$ cat config.mk
export PLATFORM = sky130hd
export DESIGN_NAME = core_ctrl
export DESIGN_NICKNAME = d
export VERILOG_FILES = /design/src/rtl/core_ctrl_pkg.sv /design/src/rtl/core_ctrl.sv
export SDC_FILE = /design/constraint.sdc
export NUM_CORES = 1
export LEC_CHECK = 0
export BUFFER_PORTS_ARGS = -buffer_cell sky130_fd_sc_hd__buf_2
export CORE_MARGIN = 10
export CORE_UTILIZATION = 30
export CTS_CLUSTER_SIZE = 10
export DETAILED_ROUTE_END_ITERATION = 16
export RECOVER_POWER = 25
export SLEW_MARGIN = 20
export SYNTH_ARGS = -nofsm -noshare
export SYNTH_HDL_FRONTEND = slang
export SYNTH_SLANG_ARGS = --single-unit
$ cat constraint.sdc
create_clock -name clk -period 1.85 [get_ports clk]
set_input_delay 0.185 -clock clk [delete_from_list [all_inputs] [get_ports clk]]
set_output_delay 0.185 -clock clk [all_outputs]
set_load 0.05 [all_outputs]
$ cat src/rtl/core_ctrl_pkg.sv
// Shared types and constants for the pipeline control block.
// The state encoding is 2 bits wide: boot, run, hold, redirect.
package core_ctrl_pkg;

    typedef enum logic [1:0] {
        CtrlStateBoot  = 2'd0,
        CtrlStateRun   = 2'd1,
        CtrlStateHold  = 2'd2,
        CtrlStateRedir = 2'd3
    } ctrl_state_e;

    localparam logic [31:0] CpuRstAddress = 32'h0000_0000;
    localparam logic [31:0] TrapAddress   = 32'h0000_0100;
    localparam logic        JumpEnable    = 1'b1;
    localparam logic        HoldNone      = 1'b0;

endpackage

$ cat src/rtl/core_ctrl.sv
// Pipeline control: owns the PC, issues fetches, and drives flush/hold for IF/ID and ID/EX.
// Redirects that arrive while stalled are parked and applied once the stall clears.
module core_ctrl
    import core_ctrl_pkg::*;
#(
    parameter logic [31:0] RST_ADDR  = CpuRstAddress,
    parameter logic [31:0] TRAP_ADDR = TrapAddress
) (
    input  logic        clk,
    input  logic        rst,
    input  logic        jump_flag_in,
    input  logic [31:0] jump_addr_in,
    input  logic        hold_flag_ex_in,
    input  logic        hold_flag_bus_in,
    input  logic        fetch_ready_in,
    output logic [31:0] pc_out,
    output logic        fetch_req_out,
    output logic        flush_if_id_out,
    output logic        flush_id_ex_out,
    output logic        hold_pipe_out,
    output logic        misalign_out
);

    function automatic logic is_misaligned(input logic [1:0] addr_lsbs);
        return addr_lsbs != 2'b00;
    endfunction

    ctrl_state_e state_q, state_d;
    logic [31:0] pc_q, pc_d;
    logic [31:0] pend_addr_q, pend_addr_d;
    logic        pend_valid_q, pend_valid_d;
    logic        misalign_q, misalign_d;

    logic        jump;
    logic        hold;
    logic        jump_trap;
    logic [31:0] jump_tgt;

    assign jump      = (jump_flag_in == JumpEnable);
    assign hold      = ((hold_flag_ex_in | hold_flag_bus_in) != HoldNone);
    assign jump_trap = is_misaligned(jump_addr_in[1:0]);
    assign jump_tgt  = jump_trap ? TRAP_ADDR : jump_addr_in;

    always_comb begin
        state_d         = state_q;
        pc_d            = pc_q;
        pend_addr_d     = pend_addr_q;
        pend_valid_d    = pend_valid_q;
        misalign_d      = misalign_q;
        fetch_req_out   = 1'b0;
        flush_if_id_out = 1'b0;
        flush_id_ex_out = 1'b0;
        hold_pipe_out   = 1'b0;

        case (state_q)
            CtrlStateBoot: begin
                if (jump) begin
                    pc_d            = jump_tgt;
                    misalign_d      = misalign_q | jump_trap;
                    flush_if_id_out = 1'b1;
                    flush_id_ex_out = 1'b1;
                end
                state_d = CtrlStateRun;
            end
            CtrlStateRun: begin
                fetch_req_out = 1'b1;
                // Jump beats hold: the flush discards whatever was fetched this cycle.
                if (jump) begin
                    pc_d            = jump_tgt;
                    misalign_d      = misalign_q | jump_trap;
                    flush_if_id_out = 1'b1;
                    flush_id_ex_out = 1'b1;
                end else if (hold) begin
                    hold_pipe_out = 1'b1;
                    state_d       = CtrlStateHold;
                end else if (fetch_ready_in) begin
                    pc_d = pc_q + 32'd4;
                end
            end
            CtrlStateHold: begin
                hold_pipe_out = 1'b1;
                if (jump && !pend_valid_q) begin
                    pend_valid_d    = 1'b1;
                    pend_addr_d     = jump_tgt;
                    misalign_d      = misalign_q | jump_trap;
                    flush_if_id_out = 1'b1;
                    flush_id_ex_out = 1'b1;
                end
                // Use the next-state flag so a jump captured as hold drops is not lost.
                if (!hold) begin
                    state_d = pend_valid_d ? CtrlStateRedir : CtrlStateRun;
                end
            end
            CtrlStateRedir: begin
                pc_d            = pend_addr_q;
                pend_valid_d    = 1'b0;
                flush_if_id_out = 1'b1;
                flush_id_ex_out = 1'b1;
                state_d         = CtrlStateRun;
            end
            default: begin
                state_d = CtrlStateBoot;
            end
        endcase
    end

    always_ff @(posedge clk or negedge rst) begin
        if (!rst) begin
            state_q      <= CtrlStateBoot;
            pc_q         <= RST_ADDR;
            pend_addr_q  <= 32'h0;
            pend_valid_q <= 1'b0;
            misalign_q   <= 1'b0;
        end else begin
            state_q      <= state_d;
            pc_q         <= pc_d;
            pend_addr_q  <= pend_addr_d;
            pend_valid_q <= pend_valid_d;
            misalign_q   <= misalign_d;
        end
    end

    assign pc_out       = pc_q;
    assign misalign_out = misalign_q;

endmodule

# Word-level counts from Yosys, hierarchy flattened
# Index checks and enable logic that the tools add are counted.
[classes]
bitwise_logic = 2
n_eq_ne = 11
n_reduce_logical = 13
mux = 24
add_sub_neg = 1
[op_table]
columns = ["operator", "n"]
rows = [
  ["$mux W32", 5],
  ["$pmux W32 S3", 1],
  ["$add A32 B3 Y32 const B", 1],
  ["$ne A2 B2 Y1 const B", 5],
  ["$mux W1", 9],
  ["$mux W2", 4],
  ["$ne A3 B3 Y1 const B", 2],
  ["$pmux W1 S2", 3],
  ["$pmux W2 S3", 1],
  ["$reduce_and A3 Y1", 2],
  ["$reduce_bool A2 Y1", 3],
  ["$eq A2 B2 Y1 const B", 2],
  ["$reduce_and A4 Y1", 1],
  ["$reduce_or A2 Y1", 2],
  ["$pmux W1 S3", 1],
  ["$reduce_bool A3 Y1", 1],
  ["$eq A2 B1 Y1 const B", 1],
  ["$logic_not A2 Y1", 1],
  ["$ne A2 B1 Y1 const B", 1],
  ["$or A1 B1 Y1", 2],
  ["$reduce_and A2 Y1", 1],
  ["$logic_and A1 B1 Y1", 1],
  ["$logic_not A1 Y1", 1],
]
[word_totals]
in_bits = 38
output_inout_bits = 37
wordCells = 56
register_bits = 68

# Depth between registers and ports, before layout
[logic_depth]
word_depth = 7
ltp_mapped = 9
depth_no_buf = 7

# Least setup slack after synthesis
# No wires, ideal clock.
[synth_timing]
path_kind = "register -> register"
startpoint = "register pc_q[2], in the netlist pc_out[2]"
endpoint = "register pc_q[22], in the netlist pc_out[22]"
path_stages_with_launch = 7
path_buffers = 0
period_less_slack_ps = 2293
t_arrival_ps = 2170
required_ps = 1726
path_slack_ps = -443
setup_time_ps = 124
cell_sequence = "dfrtp_1 > ha_1 > nand4_2 > or4_4 > or3_1 > o21ai_2 > a21oi_2"
[synth_between]
elab_chain_cells = 5
[synth_rtl]
columns = ["item", "line_no", "rtl"]
rows = [
  ["start, declared", "core_ctrl.sv:29", "logic [31:0] pc_q, pc_d;"],
  ["start signal, assigned", "core_ctrl.sv:116", "pc_q <= pc_d;"],
  ["$add A32 B3 Y32", "core_ctrl.sv:77", "pc_d = pc_q + 32'd4;"],
  ["$mux W32", "core_ctrl.sv:76", "end else if (fetch_ready_in) begin"],
  ["$mux W32", "core_ctrl.sv:73", "end else if (hold) begin"],
  ["$mux W32", "core_ctrl.sv:68", "if (jump) begin"],
  ["$pmux W32 S3", "core_ctrl.sv:55", "case (state_q)"],
]
# No other way between the ends. The select of a mux whose other input is x is not followed.
# A chain may end at the register's enable or synchronous reset.

# Final worst setup path
[layout_timing]
startpoint = "register state_q[1]"
endpoint = "register pc_q[30], in the netlist pc_out[30]"
[layout_between]
elab_chain_cells = 3
word_cells_on_any_way = 9
classes_between = "5 x eq/ne; 1 x mux; 3 x reduce/logical"
[layout_rtl]
columns = ["item", "line_no", "rtl"]
rows = [
  ["start, declared", "core_ctrl.sv:28", "ctrl_state_e state_q, state_d;"],
  ["start signal, assigned", "core_ctrl.sv:109", "state_q <= CtrlStateBoot;"],
  ["start signal, assigned", "core_ctrl.sv:115", "state_q <= state_d;"],
  ["$eq A2 B1 Y1 (tied with other cells)", "core_ctrl.sv:55", ""],
  ["$ne A3 B3 Y1 (no line) (tied with other cells)", "n/a", ""],
  ["$reduce_and A4 Y1 (no line)", "n/a", ""],
]
# Several ways; a longest one is shown, not always the timed one.

==> out/metrics.cfg <==
[run_status]
status = finished, violations left
failed_checks = setup timing

[timing]
timing.final.ws_setup_ps = -96.8
hold_slack_ps = 121
max_freq_ghz = 0.514
max_slew_margin = 0.279
skew_ps = 7.12
hold_viol_final = 0
setup_viol = 11
final_max_slew_viol_count = 0
rsz0062_at_grt = true
period_share = 1.05
worst_pin_slew_ps = 1080
post-route-min-period_ps = 1950
setup_tns_ps = -530

[logic_synthesis]
async_reset_ff_frac = 1.00
ys_ff_latch = 68
syn_inst = 531
yosys.area.top_type = dfrtp_1
avgSynthCellArea_um2 = 8.31
synth_top_flop_cell = dfrtp_1
yosysUniqueCellTypes = 68
yosysSeqAreaShare = 0.386
synth.top_cell.area_share = 0.386
synth-warning-count = 0
synthTopCellsByArea = dfrtp_1 (39%), nand2_1 (8.3%), o21ai_0 (7.5%), a21oi_1 (2.8%), nor2_1 (2.8%)
syn_area_um2 = 4410
synth-edff-count = 0
syn_nets = 575

[die]
rows = 44
initial_utilization = 0.305
core_area_um2 = 14500
die_h_um = 141
die-area_um2 = 20000
die_x_um = 141
ios = 75

[worst_setup_path]
crit_path_top_delay_cell = dfrtp_2
path_class = reg2reg
worstPathMaxFanout = 7
r2r_setup_slack_ps = -100
endpoint_kind = register
r2r_cells = 9
crit_arrival_ps = 2160
worstPathCellList = inv_2 -> ha_4 -> nor4_4 -> buf_6 -> buf_6 -> a22o_4 -> or3_1 -> a31oi_1 -> a211oi_1
cp.required_ps = 2060
startpoint_type = register
crit_path_frequent_cell = buf_6
max_stage_delay_ps = 440

[drt]
dr.pass1.iters = 8
postRouteAntennaNets = 0
finalWirelength_um = 16500
viasPerCell = 5.67
routedWlPerCell_um = 19.2
drc = 0
via_count = 4867
drt_iter0_markers = 508

[placed_design]
port_buffers = 74
hpwl_um = 11700
gp_congestion = 0.872
place_area_um2 = 5470

[cells_and_area]
syn_to_final_growth_pct = 45.5
drive_gt1_frac = 0.407
final_area_um2 = 6420
fin_nets = 713
num_antenna_cells = 0
fin_util = 0.443

[cts]
clkLatencyLatePin_ps = 330
root_buffer = clkbuf_16
cts_tree = yes
h-tree-depth = 3
cts_sinks = 68
cts_max_path_buffers = 2
cts_buffers = 9
clkSlewWorstSetupHoldPaths_ps = 60

[global_route]
grt_pass1_wl_um = 25400
antenna_found_initial = 0
grt_usage = 0.156
grt_max_degree = 61
grt_overflow = 0
grt_pass1_vias = 4549

[min_path]
hold_depth = 3
hold_class = in2reg

[power]
p_per_area_nw_per_um2 = 1830
ir_drop_mv = 0.722
p_leak_nw = 2.68

[flow_run]
drv_cap = 0

[final timing paths]
kind                                          start                          end
min reg2reg                misalign_out$_DFFE_PN0P_     misalign_out$_DFFE_PN0P_
min                                jump_addr_in[27]  pend_addr_q[27]$_DFFE_PN0P_
max reg2reg                  state_q[1]$_DFFE_PN0P_       pc_out[30]$_DFFE_PN0P_
max in group asynchronous                       rst       pc_out[19]$_DFFE_PN0P_
min in group asynchronous                       rst   pend_addr_q[1]$_DFFE_PN0P_
max                          state_q[1]$_DFFE_PN0P_       pc_out[30]$_DFFE_PN0P_
[placed cells by master, fill, tap and decap left out, types with 5 or more instances in the layout]
cell type   n
nor3_1      6
nand4_1     9
o21a_1      5
o21ai_0    58
o21ai_1     8
nand2_1    96
a21oi_1    22
and2_1      6
nor2_2      6
nand3_1    16
a222oi_1    8
clkbuf_16  11
buf_6      15
a31oi_1     8
dfrtp_2    17
buf_2      70
a22oi_1     9
ha_4        5
dfrtp_1    51
buf_12      6
inv_1       5
or3b_2      8
buf_4      71
nor2_1     26
and3_1      5
[per-stage QoR]
step,setup slack [ps],power (mW),std cells
6_report,-96.8,11.7,858
2_1_floorplan,-140,6.41,531
4_1_cts,-54.7,10.6,844
5_1_grt,-163,12.4,858
3_5_place_dp,-209,8.41,818
3_3_place_gp,-173,8.27,818
[cells by family after synthesis]
family,Yosys count,synth area share
AO/OA/AOI/OAI,190,0.289
XOR/XNOR,3,0.00596
adder cells (fa/ha/maj),6,0.0170
buffers and inverters,50,0.0582
flip-flops,68,0.386
multiplexers,4,0.00908
AND/OR/NAND/NOR,210,0.235
[cell usage after synthesis (6+ instances only)]
| cell type | number |
|---|---|
| a21oi_1 | 25 |
| a222oi_1 | 8 |
| ha_1 | 6 |
| dfrtp_1 | 68 |
| clkbuf_1 | 17 |
| nand3_1 | 16 |
| a22oi_1 | 11 |
| nor3_1 | 11 |
| or3b_2 | 8 |
| o21ai_0 | 66 |
| a221oi_1 | 9 |
| a211oi_1 | 6 |
| nor2_1 | 33 |
| inv_1 | 8 |
| nand4_1 | 9 |
| a31oi_1 | 11 |
| nand2_1 | 98 |
| buf_2 | 12 |
| and2_1 | 6 |
[power breakdown]
part           total [mW]  internal (mW)  switching, mW
logic                7.24           3.05           4.19
clock network        1.71           1.04          0.672
registers            2.76           2.15          0.615
[state kept, by name, indices dropped and copies added (netlist names)]
signal / count
pc_out: 32
pend_addr_q: 32
state_q: 2
misalign_out: 1
pend_valid_q: 1
[worst max-delay path, delay by kind of cell, from the launching register on]
| kind | cells | cell delay, ps |
|---|---|---|
| flip-flops | 1 | 440 |
| AO/OA/AOI/OAI | 3 | 430 |
| AND/OR/NAND/NOR | 2 | 380 |
| buffers and inverters | 3 | 370 |
| adder cells (fa/ha/maj) | 1 | 200 |
[cell type report]
class	count	area (um2)
fill	1383	8060
clock inverter	5	52.6
inverter	8	33.8
sequential	68	1720
multi-input combinational	413	2860
timing repair buffer	169	1280
tap	184	230
clock buffer	11	233
[timing repair]
item	4_1_cts	5_1_grt
endpoints found under the setup margin	32	33
hold buffers	1	0
hold endpoints to repair	17	0
gates resized for setup	34	66
gates cloned	0	2
setup buffers	9	12
pin swaps	6	20
[layer usage]
layer  GRT usage  share of wire  wire [um]  vias to the layer above
met5           0              0          0                        -
met4      0.0565          0.021        345                        0
met3      0.0310          0.073       1210                       26
met2       0.229           0.46       7570                      239
met1       0.220           0.45       7370                     2331
li1            -              -          -                     2271
(Power assumes the default switching activity.)
